<file path="src/rtl/fifo_pkg.sv">
// -----------------------------------------------------------------------------
// fifo_pkg
// Shared FIFO constants, depth helper and parameter-legality check used by
// param_sync_fifo, its interface and its storage sub-module.
// No ports (package).
// -----------------------------------------------------------------------------
package fifo_pkg;

    // Default geometry of the FIFOs in this codebase.
    localparam int FIFO_DEF_BITS      = 8;
    localparam int FIFO_DEF_SIZE      = 4;
    localparam int FIFO_DEF_AEMPTY_TH = 2;
    localparam int FIFO_DEF_FWFT      = 0;

    // Level flags, all derived from the registered word count.
    typedef struct packed {
        logic full;
        logic empty;
        logic almost_full;
        logic almost_empty;
    } fifo_flags_t;

    // DEPTH = 2^SIZE.
    function automatic int fifo_depth(input int size);
        return 1 << size;
    endfunction

    // True when a parameter set describes a buildable FIFO. The upper bound on
    // size keeps the depth computation inside a 32-bit int.
    function automatic bit fifo_params_legal(input int bits,
                                             input int size,
                                             input int afull_th,
                                             input int aempty_th,
                                             input int fwft);
        int depth;
        depth = fifo_depth(size);
        return (bits >= 1) && (size >= 1) && (size <= 30) &&
               (afull_th >= 1) && (afull_th <= depth) &&
               (aempty_th >= 0) && (aempty_th <= depth - 1) &&
               ((fwft == 0) || (fwft == 1));
    endfunction

endpackage

</file>
<file path="src/rtl/param_sync_fifo_if.sv">
// -----------------------------------------------------------------------------
// param_sync_fifo_if
// Request/status bundle between a FIFO user (master) and param_sync_fifo
// (slave).
//   master drives : CLEAR, WE, DATAIN, RE
//   slave drives  : Q, FULL, EMPTY, ALMOST_FULL, ALMOST_EMPTY, COUNT,
//                   OVERFLOW, UNDERFLOW
// Handshake: WE acts as write-valid with !FULL as its ready, RE acts as
// read-valid with !EMPTY as its ready; a transfer happens on a rising clock
// edge where valid and ready are both high and CLEAR is low. A request made
// while not ready is dropped (not held) and recorded in the sticky
// OVERFLOW/UNDERFLOW status.
// -----------------------------------------------------------------------------
interface param_sync_fifo_if #(
    parameter int BITS = fifo_pkg::FIFO_DEF_BITS,
    parameter int SIZE = fifo_pkg::FIFO_DEF_SIZE
);
    logic            CLEAR;
    logic            WE;
    logic [BITS-1:0] DATAIN;
    logic            RE;
    logic [BITS-1:0] Q;
    logic            FULL;
    logic            EMPTY;
    logic            ALMOST_FULL;
    logic            ALMOST_EMPTY;
    logic [SIZE:0]   COUNT;
    logic            OVERFLOW;
    logic            UNDERFLOW;

    modport master (
        output CLEAR, WE, DATAIN, RE,
        input  Q, FULL, EMPTY, ALMOST_FULL, ALMOST_EMPTY, COUNT,
               OVERFLOW, UNDERFLOW
    );

    modport slave (
        input  CLEAR, WE, DATAIN, RE,
        output Q, FULL, EMPTY, ALMOST_FULL, ALMOST_EMPTY, COUNT,
               OVERFLOW, UNDERFLOW
    );
endinterface

</file>
<file path="src/rtl/fifo_ram.sv">
// -----------------------------------------------------------------------------
// fifo_ram
// BITS x 2^SIZE storage: one synchronous write port, one asynchronous read
// port. Contents are never reset.
//   clk   in  write clock
//   we    in  write enable
//   waddr in  write address
//   wdata in  write data
//   raddr in  read address
//   rdata out read data (combinational from raddr)
// -----------------------------------------------------------------------------
module fifo_ram
    import fifo_pkg::*;
#(
    parameter int BITS = FIFO_DEF_BITS,
    parameter int SIZE = FIFO_DEF_SIZE
) (
    input  logic            clk,
    input  logic            we,
    input  logic [SIZE-1:0] waddr,
    input  logic [BITS-1:0] wdata,
    input  logic [SIZE-1:0] raddr,
    output logic [BITS-1:0] rdata
);
    localparam int DEPTH = fifo_depth(SIZE);

    logic [BITS-1:0] mem [DEPTH];

    always_ff @(posedge clk) begin
        if (we) begin
            mem[waddr] <= wdata;
        end
    end

    assign rdata = mem[raddr];
endmodule

</file>
<file path="src/rtl/param_sync_fifo.sv">
// -----------------------------------------------------------------------------
// param_sync_fifo
// Single-clock FIFO with level flags, sticky overflow/underflow status and a
// selectable read mode (registered Q or first-word-fall-through).
//   CLK    in  clock, all state changes on the rising edge
//   RESET  in  asynchronous active-low reset
//   bus    slave side of param_sync_fifo_if (CLEAR, WE, DATAIN, RE in;
//          Q, FULL, EMPTY, ALMOST_FULL, ALMOST_EMPTY, COUNT, OVERFLOW,
//          UNDERFLOW out)
// -----------------------------------------------------------------------------
module param_sync_fifo
    import fifo_pkg::*;
#(
    parameter int BITS      = FIFO_DEF_BITS,
    parameter int SIZE      = FIFO_DEF_SIZE,
    parameter int AFULL_TH  = fifo_depth(SIZE) - 2,
    parameter int AEMPTY_TH = FIFO_DEF_AEMPTY_TH,
    parameter int FWFT      = FIFO_DEF_FWFT
) (
    input  logic              CLK,
    input  logic              RESET,
    param_sync_fifo_if.slave  bus
);
    localparam int DEPTH = fifo_depth(SIZE);

    if (!fifo_params_legal(BITS, SIZE, AFULL_TH, AEMPTY_TH, FWFT)) begin : g_illegal_params
        $error("param_sync_fifo: illegal parameter set");
    end

    localparam logic [SIZE:0] FULL_LVL = (SIZE+1)'(DEPTH);
    localparam logic [SIZE:0] AF_LVL   = (SIZE+1)'(AFULL_TH);
    localparam logic [SIZE:0] AE_LVL   = (SIZE+1)'(AEMPTY_TH);
    localparam logic [SIZE:0] ONE      = (SIZE+1)'(1);

    // Pointers carry one extra bit so they wrap modulo 2*DEPTH; the low SIZE
    // bits address the RAM.
    logic [SIZE:0]   wptr;
    logic [SIZE:0]   rptr;
    logic [SIZE:0]   count;
    logic            overflow;
    logic            underflow;
    logic [BITS-1:0] q_reg;
    logic [BITS-1:0] ram_rdata;
    logic            wr_ok;
    logic            rd_ok;
    fifo_flags_t     flags;

    // Flags come only from the registered count: a write or read in the
    // current cycle is not visible until after the edge.
    always_comb begin
        flags              = '0;
        flags.full         = (count == FULL_LVL);
        flags.empty        = (count == '0);
        flags.almost_full  = (count >= AF_LVL);
        flags.almost_empty = (count <= AE_LVL);
    end

    assign wr_ok = bus.WE && !flags.full  && !bus.CLEAR;
    assign rd_ok = bus.RE && !flags.empty && !bus.CLEAR;

    always_ff @(posedge CLK or negedge RESET) begin
        if (!RESET) begin
            wptr      <= '0;
            rptr      <= '0;
            count     <= '0;
            overflow  <= 1'b0;
            underflow <= 1'b0;
            q_reg     <= '0;
        end else if (bus.CLEAR) begin
            // Flush wins over any request in the same cycle; RAM keeps its data.
            wptr      <= '0;
            rptr      <= '0;
            count     <= '0;
            overflow  <= 1'b0;
            underflow <= 1'b0;
            q_reg     <= '0;
        end else begin
            if (wr_ok) begin
                wptr <= wptr + ONE;
            end
            if (rd_ok) begin
                rptr  <= rptr + ONE;
                q_reg <= ram_rdata;
            end
            case ({wr_ok, rd_ok})
                2'b10:   count <= count + ONE;
                2'b01:   count <= count - ONE;
                default: count <= count;
            endcase
            overflow  <= overflow  | (bus.WE & flags.full);
            underflow <= underflow | (bus.RE & flags.empty);
        end
    end

    fifo_ram #(
        .BITS (BITS),
        .SIZE (SIZE)
    ) u_ram (
        .clk   (CLK),
        .we    (wr_ok),
        .waddr (wptr[SIZE-1:0]),
        .wdata (bus.DATAIN),
        .raddr (rptr[SIZE-1:0]),
        .rdata (ram_rdata)
    );

    // FWFT shows the head word straight from the RAM read port; it is
    // meaningless while EMPTY is high.
    assign bus.Q            = (FWFT != 0) ? ram_rdata : q_reg;
    assign bus.FULL         = flags.full;
    assign bus.EMPTY        = flags.empty;
    assign bus.ALMOST_FULL  = flags.almost_full;
    assign bus.ALMOST_EMPTY = flags.almost_empty;
    assign bus.COUNT        = count;
    assign bus.OVERFLOW     = overflow;
    assign bus.UNDERFLOW    = underflow;
endmodule

</file>
<file path="src/flat_wrapper.sv">
// flat-port wrapper written by rule: the top's interface ports become plain ports
module param_sync_fifo_flat import fifo_pkg::*;
#(
    parameter int BITS      = FIFO_DEF_BITS,
    parameter int SIZE      = FIFO_DEF_SIZE,
    parameter int AFULL_TH  = fifo_depth(SIZE) - 2,
    parameter int AEMPTY_TH = FIFO_DEF_AEMPTY_TH,
    parameter int FWFT      = FIFO_DEF_FWFT
)
  (CLK, RESET, bus_CLEAR, bus_WE, bus_DATAIN, bus_RE, bus_Q, bus_FULL, bus_EMPTY, bus_ALMOST_FULL, bus_ALMOST_EMPTY, bus_COUNT, bus_OVERFLOW, bus_UNDERFLOW);
  param_sync_fifo_if #(.BITS(BITS), .SIZE(SIZE)) bus_i ();
  input  logic CLK;
  input  logic RESET;
  input wire logic [$bits(bus_i.CLEAR)-1:0] bus_CLEAR;
  input wire logic [$bits(bus_i.WE)-1:0] bus_WE;
  input wire logic [$bits(bus_i.DATAIN)-1:0] bus_DATAIN;
  input wire logic [$bits(bus_i.RE)-1:0] bus_RE;
  output wire logic [$bits(bus_i.Q)-1:0] bus_Q;
  output wire logic [$bits(bus_i.FULL)-1:0] bus_FULL;
  output wire logic [$bits(bus_i.EMPTY)-1:0] bus_EMPTY;
  output wire logic [$bits(bus_i.ALMOST_FULL)-1:0] bus_ALMOST_FULL;
  output wire logic [$bits(bus_i.ALMOST_EMPTY)-1:0] bus_ALMOST_EMPTY;
  output wire logic [$bits(bus_i.COUNT)-1:0] bus_COUNT;
  output wire logic [$bits(bus_i.OVERFLOW)-1:0] bus_OVERFLOW;
  output wire logic [$bits(bus_i.UNDERFLOW)-1:0] bus_UNDERFLOW;
  assign bus_i.CLEAR = bus_CLEAR;
  assign bus_i.WE = bus_WE;
  assign bus_i.DATAIN = bus_DATAIN;
  assign bus_i.RE = bus_RE;
  assign bus_Q = bus_i.Q;
  assign bus_FULL = bus_i.FULL;
  assign bus_EMPTY = bus_i.EMPTY;
  assign bus_ALMOST_FULL = bus_i.ALMOST_FULL;
  assign bus_ALMOST_EMPTY = bus_i.ALMOST_EMPTY;
  assign bus_COUNT = bus_i.COUNT;
  assign bus_OVERFLOW = bus_i.OVERFLOW;
  assign bus_UNDERFLOW = bus_i.UNDERFLOW;
  param_sync_fifo #(.BITS(BITS), .SIZE(SIZE), .AFULL_TH(AFULL_TH), .AEMPTY_TH(AEMPTY_TH), .FWFT(FWFT)) u_core (.CLK(CLK), .RESET(RESET), .bus(bus_i));
endmodule
</file>
<file path="config.mk">
export PLATFORM = sky130hd
export DESIGN_NAME = param_sync_fifo_flat
export DESIGN_NICKNAME = d
export VERILOG_FILES = /design/src/rtl/fifo_pkg.sv /design/src/rtl/param_sync_fifo_if.sv /design/src/rtl/fifo_ram.sv /design/src/rtl/param_sync_fifo.sv /design/src/flat_wrapper.sv
export SDC_FILE = /design/constraint.sdc
export NUM_CORES = 1
export LEC_CHECK = 0
export ABC_CLOCK_PERIOD_IN_PS = 2600
export CAP_MARGIN = 20
export CORE_AREA = 4 4 189 145
export DETAILED_ROUTE_END_ITERATION = 8
export DIE_AREA = 0 0 193 149
export GPL_TIMING_DRIVEN = 0
export SLEW_MARGIN = 15
export SYNTH_ARGS = -nofsm -noshare
export SYNTH_HDL_FRONTEND = slang
export SYNTH_SLANG_ARGS = --single-unit
</file>
<file path="constraint.sdc">
create_clock -name CLK -period 2.6 [get_ports CLK]
set_input_delay 0.39 -clock CLK [delete_from_list [all_inputs] [get_ports CLK]]
set_output_delay 0.39 -clock CLK [all_outputs]
set_load 0.05 [all_outputs]
</file>
Word level (Yosys, flattened, before mapping) --
Memory sizes are Yosys's and may differ from the RTL's. Cells that the tools add are included.
Word-level totals: bits in registers 25, memory bits (writable) 128, word-level logic and storage cells 43, memories kept 1
Cells by class: $add $sub $neg 4, $lt $le $gt $ge 2, eq/ne operators 3, mux-type cells 12, bitwise gates (word level) 4, reduce and logical (&&, ||, !) cells 11
Memories:
- u_core.u_ram.mem | depth 16, width 8, rd ports 1, clocked after Yosys merged registers in 0, wr ports 1, RTL line fifo_ram.sv:27 | logic [BITS-1:0] mem [DEPTH];
Operators with widths (count):
- $mux W5 | 5
- $mux W8 | 2
- $add A5 B1 Y5 const B | 3
- $pmux W5 S2 | 1
- $eq A5 B5 Y1 const B | 1
- $ge A5 B4 Y1 const B | 1
- $le A5 B2 Y1 const B | 1
- $logic_not A5 Y1 | 1
- $sub A5 B1 Y5 const B | 1
- $logic_and A1 B1 Y1 | 4
- $mux W1 | 4
- $reduce_bool A2 Y1 | 2
- $logic_not A1 Y1 | 3
- $reduce_bool A3 Y1 | 1
- $and A1 B1 Y1 | 2
- $eq A2 B1 Y1 const B | 1
- $eq A2 B2 Y1 const B | 1
- $or A1 B1 Y1 | 2

Logic depth before layout (Yosys ltp) --
Gate-level depths: netlist of the first run.
word-level depth 7, gate-level depth with buffers 10, mapped depth without buffers 9

Hierarchy --
From an unflattened synthesis of the first run, not the netlist that was laid out.
Second synthesis, totals: cells, all modules 353, area, all modules 6248.5 um^2
Modules (own cells, without submodules):
- fifo_ram | times used 1, cells an instance 221, area an instance 4987.3 um^2, seq. area each 3843.7 um^2
- param_sync_fifo | times used 1, cells an instance 132, area an instance 1261.2 um^2, seq. area each 575.6 um^2

Worst setup path before layout of the first run --
OpenSTA, ideal clock, no wires.
path kind flip-flop to output port, from register u_core.count[2], in the netlist u_core.bus.COUNT[2], to output port bus_ALMOST_EMPTY, arrival 3344 ps, setup slack -1134 ps, cell stages (with the launch flop) 3, buffers on the path 1, cells stage by stage dfrtp_1 clkbuf_1 a2111oi_0
Between the ends: cells in the longest elaborated chain, start to end 1
RTL lines:
- from (decl) | RTL line param_sync_fifo.sv:39 | logic [SIZE:0] count;
- from (signal assigned) | RTL line param_sync_fifo.sv:86 | 2'b10: count <= count + ONE;
- from (signal assigned) | RTL line param_sync_fifo.sv:87 | 2'b01: count <= count - ONE;
- from (signal assigned) | RTL line param_sync_fifo.sv:88 | default: count <= count;
- $le A5 B2 Y1 | RTL line param_sync_fifo.sv:55 | flags.almost_empty = (count <= AE_LVL);
- to (decl) | RTL line flat_wrapper.sv:22 | output wire logic [$bits(bus_i.ALMOST_EMPTY)-1:0] bus_ALMOST_EMPTY;
No other way between the ends.

Final worst setup path of the first run --
from register u_core.count[1], in the netlist u_core.bus.COUNT[1], to register u_core.count[4], in the netlist u_core.bus.COUNT[4]
Between the ends: cells in the longest elaborated chain, start to end 7, elaborated cells on any way between the ends 15, those cells by class 2 x add/sub; 3 x eq/ne; 2 x mux; 8 x reduce/logical
RTL lines:
- $eq A5 B5 Y1 or $logic_not A5 Y1 (tied branches) | RTL line param_sync_fifo.sv:52, param_sync_fifo.sv:53
- $logic_not A1 Y1 (on tied branches) | RTL line param_sync_fifo.sv:58, param_sync_fifo.sv:59
- $logic_and A1 B1 Y1 (on tied branches) (2 in a row) | RTL line param_sync_fifo.sv:58, param_sync_fifo.sv:59
- $eq A2 B1 Y1 or $eq A2 B2 Y1 (tied branches) | RTL line param_sync_fifo.sv:85 | case ({wr_ok, rd_ok})
- $pmux W5 S2 | RTL line param_sync_fifo.sv:85
- $mux W5 | RTL line param_sync_fifo.sv:69 | end else if (bus.CLEAR) begin
Parallel ways exist; a longest one is shown, timed or not. A chain may end at the register's enable or synchronous reset.

==> results of run 1 <==
layout by cell type, fill, tap and decap left out, types with 6 or more instances in the layout:
| cell | netlist | layout |
|---|---|---|
| a21oi_1 | 14 | 14 |
| buf_2 | 5 | 7 |
| buf_4 | 0 | 6 |
| clkbuf_1 | 10 | 10 |
| clkbuf_16 | 0 | 17 |
| clkdlybuf4s50_1 | 0 | 26 |
| dfrtp_1 | 23 | 21 |
| edfxtp_1 | 128 | 128 |
| ha_1 | 7 | 7 |
| mux4_2 | 40 | 40 |
| nand2_1 | 32 | 32 |
| nor2_1 | 24 | 17 |
| nor2_2 | 0 | 7 |
| nor3_1 | 13 | 6 |
| nor3_2 | 0 | 6 |
power by group through the flow:
stage / registers, W / logic (W) / clock network, W
detailed placement: 0.00290 / 0.00243 / 0
finish: 0.00285 / 0.00242 / 0.00214
floorplan: 0.00315 / 0.00145 / 0
global placement: 0.00289 / 0.00237 / 0
CTS: 0.00285 / 0.00245 / 0.00218
global route: 0.00286 / 0.00259 / 0.00230
timing repair:
action	in CTS	in global routing
gates resized for setup	10	13
endpoints found under the hold margin	0	23
endpoints found under the setup margin	7	79
setup buffers	2	2
pin swaps	1	1
hold buffers	0	1
Yosys cell counts, types with 2 or more instances:
cell	instances
mux2i_1	4
clkbuf_1	10
a31oi_1	3
nand2_1	32
o21ai_2	2
buf_1	5
nor2b_1	3
nand3_1	4
o211ai_1	2
dfrtp_1	23
xnor2_1	5
ha_1	7
buf_6	3
inv_1	5
a21oi_1	14
nor3_1	13
buf_2	5
nand4_1	2
xor2_1	4
mux4_2	40
edfxtp_1	128
nor4_1	2
nor2_1	24
area by class of cell:
type	instances	share of cell area (%)
plain buffers	23	1.60
clock buffers	17	5.51
clock inverters	15	1.13
inverters	5	0.243
multi-input cells	182	23.8
flip-flops and latches	151	57.2
well taps	344	5.57
repair buffers	40	4.91
per-stage QoR:
step | utilization (%) | hold WS (ps) | TNS [ps] | total power (W) | cell area [um2]
final | 30.2 | 476 | 0 | 0.00741 | 7720
after CTS | 30.0 | 530 | 0 | 0.00748 | 7660
after floorplan | - | 94.4 | 0 | 0.00460 | 6320
after global routing | 30.2 | 529 | -214 | 0.00775 | 7720
after detailed placement | 27.9 | 515 | -12570 | 0.00532 | 7140
after global placement | 27.6 | 495 | -33580 | 0.00526 | 7070
sequential cells by signal, summed over array words and instances (netlist names):
signal	count
u_core.bus.Q	8
u_core.wptr	4
u_core.bus.UNDERFLOW	1
u_core.u_ram.mem	128
u_core.rptr	4
u_core.bus.OVERFLOW	1
u_core.bus.COUNT	5
cell families after synthesis:
kind of cell | after synthesis | synth area share (%)
AOI/OAI and AO/OA | 32 | 3.35
xor gates and xnor gates | 9 | 1.25
adders and majority gates | 7 | 1.39
DFF | 151 | 70.1
and+or+nand+nor | 90 | 6.89
buffers and inverters | 28 | 2.12
muxes | 44 | 14.9
worst max path at each step:
stage,end,slack (ps),cells past startpoint
3_3_place_gp,u_core.u_ram.mem[1][1],-540,5
4_1_cts,u_core.u_ram.mem[14][0],1,5
5_1_grt,u_core.bus.COUNT[4],-140,10
3_5_place_dp,u_core.u_ram.mem[14][0],-230,4
6_report,u_core.bus.COUNT[4],30,10
2_1_floorplan,u_core.bus.COUNT[4],20,10
metal layers:
layer | track usage (%) | vias up | share of wire (%)
li1 | - | 1536 | -
met1 | 14.8 | 1853 | 45
met2 | 15.1 | 129 | 47
met3 | 2.08 | 23 | 6.6
met4 | 4.07 | 0 | 1.9
met5 | 0 | - | 0
==> flow_summary.toml, run 1 <==
[synth]
synth_seq_area_share_pct = 70.1
syn_nets = 381
yosys_warnings = 0
syn_area_um2 = 6310
synthTopCellsByArea = "edfxtp_1 (61%), mux4_2 (14%), dfrtp_1 (9.1%)"
synthArstFlopShare_pct = 15.2
synth_edf_count = 128
yosysUniqueCellTypes = 44
syn_inst = 361
synthFlopType = "edfxtp_1"
avgSynthCellArea_um2 = 17.5
synth_area_leader_cell = "edfxtp_1"
ys_ff_latch = 151
synth_top_cell_area_share_pct = 61.0

[cells_and_area]
synthToLayoutAreaGrowth_pct = 22.5
fin_nets = 440
final_cells = 777
drive_above_1_share_pct = 26.6
diodes = 0
fill_cells = 2463
seqCellArea_um2 = 4420
multi_input_area_um2 = 1840

[route]
finalWirelength_mm = 14.3
drt-pass1-iter-count = 5
drtIter0Drc = 362
via_per_inst = 4.56
ant_nets = 0
drcViolationCount = 0
vias = 3541
wl_per_cell_um = 18.4

[power_and_ir_drop]
clockPowerShare_pct = 28.9
irDropWorstVdd_mv = 0.478
switching_share_pct = 33.4
cell_internal_pwr_w = 0.00494
power_switching_w = 0.00248
power_frac_seq_pct = 38.4
power_density_nw_per_um2 = 960
p_leak_nw = 2.48
combPwrFrac_pct = 32.7

[min_path]
hold_path_class = "in -> async"

[die]
row_count = 51
die_w_um = 193
design.die.area_um2 = 28800
start_util_pct = 24.6
io_pins = 32
core_um2 = 25600
die_h_um = 149

[setup_path]
cp-start-kind = "flip-flop"
path_delay_family = "simple AND/OR/NAND/NOR gates"
critical_path.max_fanout = 10
crit_path_frequent_cell = "nor3_1"
crit_required_ps = 2880
critPathCaptureType = "flip-flop"
path_buf_inv = 2
arrival_ps = 2850
r2r_slack_ps = 30
critical_path_class = "reg -> reg"
r2r-start = "u_core.bus.COUNT[1]"
critical_path.slowest_cell = "dfrtp_2"
slowest_delay_ps = 410
reg2reg_to = "u_core.bus.COUNT[4]"
r2r_cells = 10
crit_start = "u_core.bus.COUNT[1]"
path_cells = "buf_6 -> nor4_4 -> mux2i_2 -> inv_1 -> ha_1 -> nor2_1 -> nor3_1 -> mux2i_1 -> a222oi_1 -> nor3_1"

[global_routing]
grt_max_degree = 24
grt_pass1_wl_mm = 21.6
grt_usage_pct = 10.2
grt_overflow = 0
grt_pass1_vias = 3512
antenna_found_initial = 0

[sta]
finalCritPeriodShare_pct = 98.8
setup_violations = 0
period_needed_ps = 2570
fmax_mhz = 389
setup_slack_ps = 30.8
slew-limit-headroom_pct = 41.6
rsz0062_at_grt = "true"
worst_slew_pin_slew_ps = 871
final-hold-violation-count = 0
skew_ps = 8.15
drv_slew = 0

[cts]
cts_buffers = 17
htreeDepth = 4
clkTransAtPathRegs_ps = 60
clock_latency_ps = 420
cts_tree = "yes"
ctsLongestPathBuffers = 2
cts_sinks = 151
root_buffer = "clkbuf_16"

[placed_design]
dp_worst_setup_slack_ps = -228
dp.cells = 740
gp_congestion = 0.880
hpwl_mm = 9.86
port_buffers = 31

[flow_run]
maxCapViolations = 0

[run_status]
status = "finished clean"
Power figures use the tool's default switching activity.
==> run 2: changes to the inputs <==
- CTS_CLUSTER_SIZE: not set -> 8
==> results of run 2 <==
Final layout, timing and power as in run 1 (identical DEF).
